===== src/rtl/atm_balance_arbiter.sv =====
// rtl/atm_balance_arbiter.sv - round-robin arbiter serialising four requesters onto one shared balance
module atm_balance_arbiter #(
    parameter int BAL_W    = 8,
    parameter int AMT_W    = 6,
    parameter int INIT_BAL = 30,
    parameter int MAX_BAL  = 255
) (
    input  logic                   clk,
    input  logic                   rst,
    input  logic [3:0]             req_valid,
    input  logic [7:0]             req_op,
    input  logic [4*AMT_W-1:0]     req_amt,
    output logic [3:0]             req_ready,
    output logic                   rsp_valid,
    input  logic                   rsp_ready,
    output logic [1:0]             rsp_id,
    output logic [1:0]             rsp_status,
    output logic [BAL_W-1:0]       rsp_balance,
    output logic [BAL_W-1:0]       balance,
    output logic                   busy
);

    localparam logic [1:0] ST_IDLE = 2'd0;
    localparam logic [1:0] ST_EXEC = 2'd1;
    localparam logic [1:0] ST_RESP = 2'd2;

    localparam logic [1:0] OP_INQ = 2'd0;
    localparam logic [1:0] OP_DEP = 2'd1;
    localparam logic [1:0] OP_WDR = 2'd2;

    localparam logic [1:0] STS_OK  = 2'd0;
    localparam logic [1:0] STS_NSF = 2'd1;
    localparam logic [1:0] STS_OVF = 2'd2;
    localparam logic [1:0] STS_BAD = 2'd3;

    // One extra bit of headroom so deposits are compared before any wrap.
    localparam logic [BAL_W:0]   MAX_EXT  = (BAL_W+1)'(MAX_BAL);
    localparam logic [BAL_W-1:0] INIT_VAL = BAL_W'(INIT_BAL);

    logic [1:0]       state;
    logic [1:0]       last_grant;
    logic [1:0]       grant_id;
    logic [1:0]       cand;
    logic             grant_hit;
    logic [1:0]       sel_op;
    logic [AMT_W-1:0] sel_amt;
    logic [1:0]       op_q;
    logic [1:0]       id_q;
    logic [AMT_W-1:0] amt_q;
    logic [BAL_W:0]   amt_ext;
    logic [BAL_W:0]   sum;
    logic [BAL_W-1:0] next_bal;
    logic [1:0]       next_status;

    // Round-robin search starting one past the last accepted requester.
    always_comb begin
        grant_id  = 2'd0;
        grant_hit = 1'b0;
        cand      = 2'd0;
        for (int k = 1; k <= 4; k++) begin
            cand = last_grant + 2'(k);
            if (!grant_hit && req_valid[cand]) begin
                grant_hit = 1'b1;
                grant_id  = cand;
            end
        end
    end

    // Pick the winner's op and amount out of the packed request buses.
    always_comb begin
        sel_op  = 2'd0;
        sel_amt = '0;
        for (int i = 0; i < 4; i++) begin
            if (grant_id == 2'(i)) begin
                sel_op  = req_op[2*i +: 2];
                sel_amt = req_amt[AMT_W*i +: AMT_W];
            end
        end
    end

    // Outcome of the latched transaction, evaluated at BAL_W+1 bits.
    always_comb begin
        amt_ext     = (BAL_W+1)'(amt_q);
        sum         = {1'b0, balance} + amt_ext;
        next_bal    = balance;
        next_status = STS_OK;
        case (op_q)
            OP_INQ: next_status = STS_OK;
            OP_DEP: begin
                if (sum > MAX_EXT) next_status = STS_OVF;
                else               next_bal    = sum[BAL_W-1:0];
            end
            OP_WDR: begin
                if (amt_ext > {1'b0, balance}) next_status = STS_NSF;
                else                           next_bal    = balance - BAL_W'(amt_q);
            end
            default: next_status = STS_BAD;
        endcase
    end

    // Grant strobe is only offered while idle; it doubles as the accept.
    always_comb begin
        req_ready = 4'd0;
        if (state == ST_IDLE && grant_hit) req_ready = 4'd1 << grant_id;
    end

    assign rsp_valid = (state == ST_RESP);
    assign busy      = (state != ST_IDLE);

    // Three-state sequencer: accept, apply to balance, hold response.
    always_ff @(posedge clk or posedge rst) begin
        if (rst) begin
            state       <= ST_IDLE;
            balance     <= INIT_VAL;
            last_grant  <= 2'd3;
            op_q        <= 2'd0;
            amt_q       <= '0;
            id_q        <= 2'd0;
            rsp_id      <= 2'd0;
            rsp_status  <= 2'd0;
            rsp_balance <= '0;
        end else begin
            case (state)
                ST_IDLE: begin
                    if (grant_hit) begin
                        op_q       <= sel_op;
                        amt_q      <= sel_amt;
                        id_q       <= grant_id;
                        last_grant <= grant_id;
                        state      <= ST_EXEC;
                    end
                end
                ST_EXEC: begin
                    balance     <= next_bal;
                    rsp_id      <= id_q;
                    rsp_status  <= next_status;
                    rsp_balance <= next_bal;
                    state       <= ST_RESP;
                end
                ST_RESP: begin
                    if (rsp_ready) state <= ST_IDLE;
                end
                default: state <= ST_IDLE;
            endcase
        end
    end

endmodule


===== config.mk =====
export PLATFORM = sky130hd
export DESIGN_NAME = atm_balance_arbiter
export DESIGN_NICKNAME = d
export VERILOG_FILES = /design/src/rtl/atm_balance_arbiter.sv
export SDC_FILE = /design/constraint.sdc
export NUM_CORES = 1
export LEC_CHECK = 0
export ABC_AREA = 0
export BUFFER_PORTS_ARGS = -buffer_cell sky130_fd_sc_hd__buf_2
export CAP_MARGIN = 20
export CORE_AREA = 5 5 79 81
export DETAILED_ROUTE_END_ITERATION = 7
export DIE_AREA = 0 0 84 86
export HOLD_SLACK_MARGIN = 0.08
export MAX_ROUTING_LAYER = met4
export PLACE_DENSITY_LB_ADDON = 0.2
export SYNTH_ARGS = -nofsm -noshare
export SYNTH_HDL_FRONTEND = slang
export SYNTH_SLANG_ARGS = --single-unit

===== constraint.sdc =====
create_clock -name clk -period 2.15 [get_ports clk]
set_input_delay 0.43 -clock clk [delete_from_list [all_inputs] [get_ports clk]]
set_output_delay 0.43 -clock clk [all_outputs]
set_load 0.05 [all_outputs]

=== Word level (Yosys, flattened, before mapping) ===
Cells that the tools add are included.

* Register bits: 34
* Latch bits: 0
* Memory bits (writable): 0
* ROM bits: 0
* Output and inout bits: 26
* Memories kept: 0

* $add $sub $neg: 5
* Multiply operators: 0
* Div/mod/pow operators: 0
* Magnitude comparators: 6
* Eq/ne operators: 9
* Shift operators: 1
* Multiplexer cells: 34
* Bitwise logic cells: 0
* Reductions and logical operators: 13

{| class="wikitable"
|+ Operator list
! kind !! count
|-
| 6-bit two-way mux || 4
|-
| 2-bit two-way mux || 11
|-
| 8-bit two-way mux || 2
|-
| 8-bit one-hot mux with 2 select lines || 1
|-
| 2-bit by 3-bit < comparator with 1-bit output (second input constant) || 4
|-
| 2-bit one-hot mux with 3 select lines || 2
|-
| 8-bit by 6-bit adder with 9-bit output || 1
|-
| 9-bit by 8-bit greater-than comparator with 1-bit output (second input constant) || 1
|-
| 1-bit two-way mux || 9
|-
| 1-bit binary-select mux with 2-bit select || 4
|-
| 2-bit == test (second input constant) || 4
|-
| 6-bit by 8-bit greater-than comparator with 1-bit output || 1
|-
| 8-bit by 6-bit subtractor with 8-bit output || 1
|-
| 2-bit by 1-bit == test with 1-bit output (second input constant) || 3
|-
| 2-bit logical NOT || 3
|-
| 2-bit adder (second input constant) || 2
|-
| 1-bit logical AND || 4
|-
| 4-bit two-way mux || 1
|-
| 2-bit AND reduction || 2
|-
| 1-bit by 2-bit left shift with 4-bit output (first input constant) || 1
|-
| 1-bit logical NOT || 3
|-
| 2-bit by 1-bit adder with 2-bit output (second input constant) || 1
|-
| 2-bit by 1-bit != test with 1-bit output (second input constant) || 1
|-
| 2-bit != test (second input constant) || 1
|-
| 2-bit nonzero test || 1
|}

=== Logic depth before layout (Yosys ltp) ===
* Depth after elaboration: 18
* Gate-level depth with buffers: 10
* Gate-level depth less buffers: 10

=== Least setup slack after synthesis ===
OpenSTA, ideal clock, no wires.

* Kind: reg-to-reg
* From: register balance[1]
* To: register rsp_balance[3]
* Setup time: 134 ps
* Data arrival time: 2373 ps
* Required time: 2016 ps
* Slack: -357 ps
* Cell stages (with the launch flop): 10
* Buffers on the path: 1
* Clock period less this slack: 2507 ps
* Cells stage by stage: dfstp_2 inv_1 fa_1 o21bai_2 o2111ai_2 a31oi_1 buf_6 o221a_1 a311o_1 o311ai_1

* Longest elaborated chain between the ends: 4
* Elaborated cells between the ends (all ways): 7

{| class="wikitable"
|+ Ends and longest elaborated chain
! element !! line !! RTL
|-
| from (decl) || 19 || <nowiki>output logic [BAL_W-1:0] balance,</nowiki>
|-
| from (signal assigned) || 134 || <nowiki>balance <= next_bal;</nowiki>
|-
| 8-bit by 6-bit adder with 9-bit output || 84 || <nowiki>sum = {1'b0, balance} + amt_ext;</nowiki>
|-
| 9-bit by 8-bit greater-than comparator with 1-bit output || 90 || <nowiki>if (sum > MAX_EXT) next_status = STS_OVF;</nowiki>
|-
| 8-bit two-way mux || 90 ||
|-
| 8-bit one-hot mux with 2 select lines (*) || 87 || <nowiki>case (op_q)</nowiki>
|-
| to (signal assigned) || 137 || <nowiki>rsp_balance <= next_bal;</nowiki>
|-
| to (decl) || 18 || <nowiki>output logic [BAL_W-1:0] rsp_balance,</nowiki>
|}

Every way passes the cells marked *; elsewhere a longest branch is shown, timed or not.
A chain may end at the register's enable or synchronous reset.

=== Worst setup path after layout ===
Ends and elaborated chain as after synthesis.

==> results.md <==
* Commonest non-fill, non-tap cell in the layout: buf_2
* Tmin final at ~2300 ps
* Antenna cell count at 0
* Placed insts at 415
* Antenna Violating Nets Remaining at 0
* Post-DP HPWL at ~5100 µm
* CTS Root Cell: clkbuf_8
* Worst setup margin at -152.7 ps
* Share of layout cells above drive strength 1 at 47.38%
* Hold Buf Count CTS at 0
* Core Rows at 27
* # clock sinks at 30
* Max IR drop VDD at about 0.87 mV
* CP Max Fanout at 5
* Synth async-reset ratio at 100.0%
* Final Setup Violations at 14
* R2r setup slk at -150 ps
* Run status: finished, violations left
* First-pass detailed-route iteration total at 4
* RSZ-0062 raised after global routing: true
* Vias in the first global route at around 2300
* Post-synth EDFFs at 0
* Cell accounting for the most synthesized area: dfrtp_1
* CP Class: register to register
* Post-Layout Cell Count at approximately 440
* Initial antenna violation count at 0
* Final hold slack at roughly 210 ps
* Worst Skew at about 9 ps
* Synthesized Nets at 311
* Pleak at about 1.6 nW
* CTS Buffer Depth at 2
* CTS tree: yes
* Most frequent cells in the layout: buf_2, buf_4, nand2_1
* Sequential fraction of the synthesis area at 33.41%
* Number of max-cap violations at 0
* Hold/Removal Path Class: primary input to async pin
* Final clock period utilization by the worst path at 107.1%
* Final Net Count at approximately 420
* Yosys cell types at 50
* I/O pins at 65
* Measured slew at the worst slew-check pin at approximately 430 ps
* WL/cell at roughly 15 µm
* GR Util All Layers at roughly a fifth
* Main flop type after synthesis: dfrtp_1
* Chip height at about 86 µm
* Synth Register Bits at 30
* Synthesis-to-finish area growth at 46.97%
* Clock transition at path regs at ~70 ps
* Die area at around 7200 µm²
* Core footprint at 5405 µm²
* R2r startpoint: balance[1]
* Skew-Pair Late Insertion Delay at between 200 and 300 ps
* Largest net degree at the start of global routing at 31
* Critical R2R Capture: rsp_balance[3]
* Final Wtd Congestion at a little over 0.9
* Fmax at between 0.4 and 0.5 GHz
* CP endpoint kind: register
* Crit path required time at 2300 ps
* Synthesized area at roughly 2300 µm²
* Crit-path cells: inv_2 -> fa_2 -> o21bai_4 -> o2111ai_2 -> a31oi_2 -> buf_4 -> o221a_1 -> a311o_1 -> o311ai_1
* Initial Util at about two fifths
* Post-Syn Area per Cell at 8.901 µm²
* Vias per Instance at about 5.3
* Setup_tns at -1072 ps
* Slew Limit Fails at 0
* Reg2reg path depth at 9
* Num CTS Buffers at 5
* Area share of the largest cell type after synthesis at 26.46%
* Slowest CP cell: dfstp_4
* Synth warn at 0
* First-pass GRT wire length at between 10000 and 15000 µm
* Worst setup SP type: register
* Fill cells at around 500
* Port Buf Inserts at 64
* Remaining DRCs at 0
* PD cells at around 1900 nW/µm²
* Post-synthesis cell count at around 260
* Drt total wl at between 6000 and 7000 µm
* Grt ovf at 0
* Initial detailed-routing violation count at 87
* Crit path DAT at between 2000 and 2500 ps
* Slew headroom at a little under three quarters
* Area contributors post-synth: dfrtp_1, mux2i_1, ha_1
* Worst path max stage delay at 620 ps
* Max H-tree Level at 2
* Failing checks: setup timing
* Hold Fails Final Rpt at 0
* Die Wd at 84 µm
* Via Count at between 2000 and 2500
==> critical path: cells and delay by family, from the launching register on <==
kind / cells / cell delay, ps
adder cells (fa/ha/maj): 1 / 370
flip-flops: 1 / 620
buffers and inverters: 2 / 210
AO/OA/AOI/OAI: 6 / 960
==> metrics by stage <==
step	setup slack, ps	cell area, µm²	util, %	total power, W
finish	-152.7	3336	61.71	0.006239
global route	-232.4	3336	61.71	0.006672
CTS	-135.4	3189	59.00	0.005933
detailed placement	-138.7	2977	55.07	0.005140
global placement	-124.6	2977	55.07	0.005124
floorplan	-174.8	2361	-	0.003921
==> metal layers <==
metal	up-vias	global-route usage (%)	share of wire [%]
li1	1130	-	-
met1	1071	23.10	43
met2	85	32.25	49
met3	12	4.227	6.1
met4	0	5.117	1.9
met5	-	-	0
==> Yosys cell counts (all sizes together), types with 7 or more instances <==
cell	count
ha	15
nor2b	7
nand2b	8
nand2	30
buf	10
dfrtp	24
nor2	16
o221ai	11
o21ai	18
a21oi	9
mux2i	19
inv	26
==> worst max-delay path by stage <==
stage	from	endpoint	slack [ps]	cells past startpoint
after global placement	balance[1]	rsp_balance[3]	-120	8
after detailed placement	register	rsp_balance[1]	-140	10
after global routing	amt_q[0]	rsp_balance[3]	-230	10
after CTS	balance[1]	rsp_balance[3]	-140	9
final	balance[1]	rsp_balance[3]	-150	9
after floorplan	register	rsp_balance[3]	-170	10
==> power breakdown <==
part	switching [W]	internal (W)
clock network	0.000230	0.000257
logic	0.00268	0.00194
registers	0.000248	0.000880
==> cell families (layout without fill, tap and decap cells) <==
| group | after synthesis | in the layout | synth area share, % |
|---|---|---|---|
| buf+inv | 41 | 149 | 8.434 |
| mux | 19 | 19 | 8.379 |
| simple gates | 74 | 74 | 15.38 |
| fa+ha+maj | 17 | 17 | 10.03 |
| flops | 30 | 30 | 33.41 |
| compound gates | 74 | 74 | 24.37 |
==> repair_timing <==
action / in CTS / in global routing
resized for setup: 24 / 20
pin swaps: 10 / 8
buffers inserted: 5 / 8
endpoints found under the setup margin: 16 / 19
cloned: 0 / 1
==> layout make-up <==
cell class	count	area [µm²]	area share, %
clock buffer	6	82.58	2.476
clock inverter	2	12.51	0.3751
inverter	26	97.59	2.926
multi-input combinational	184	1528	45.80
sequential	30	768.2	23.03
tap	72	90.09	2.701
timing repair buffer	115	757.0	22.69
Power figures use the tool's default switching activity.
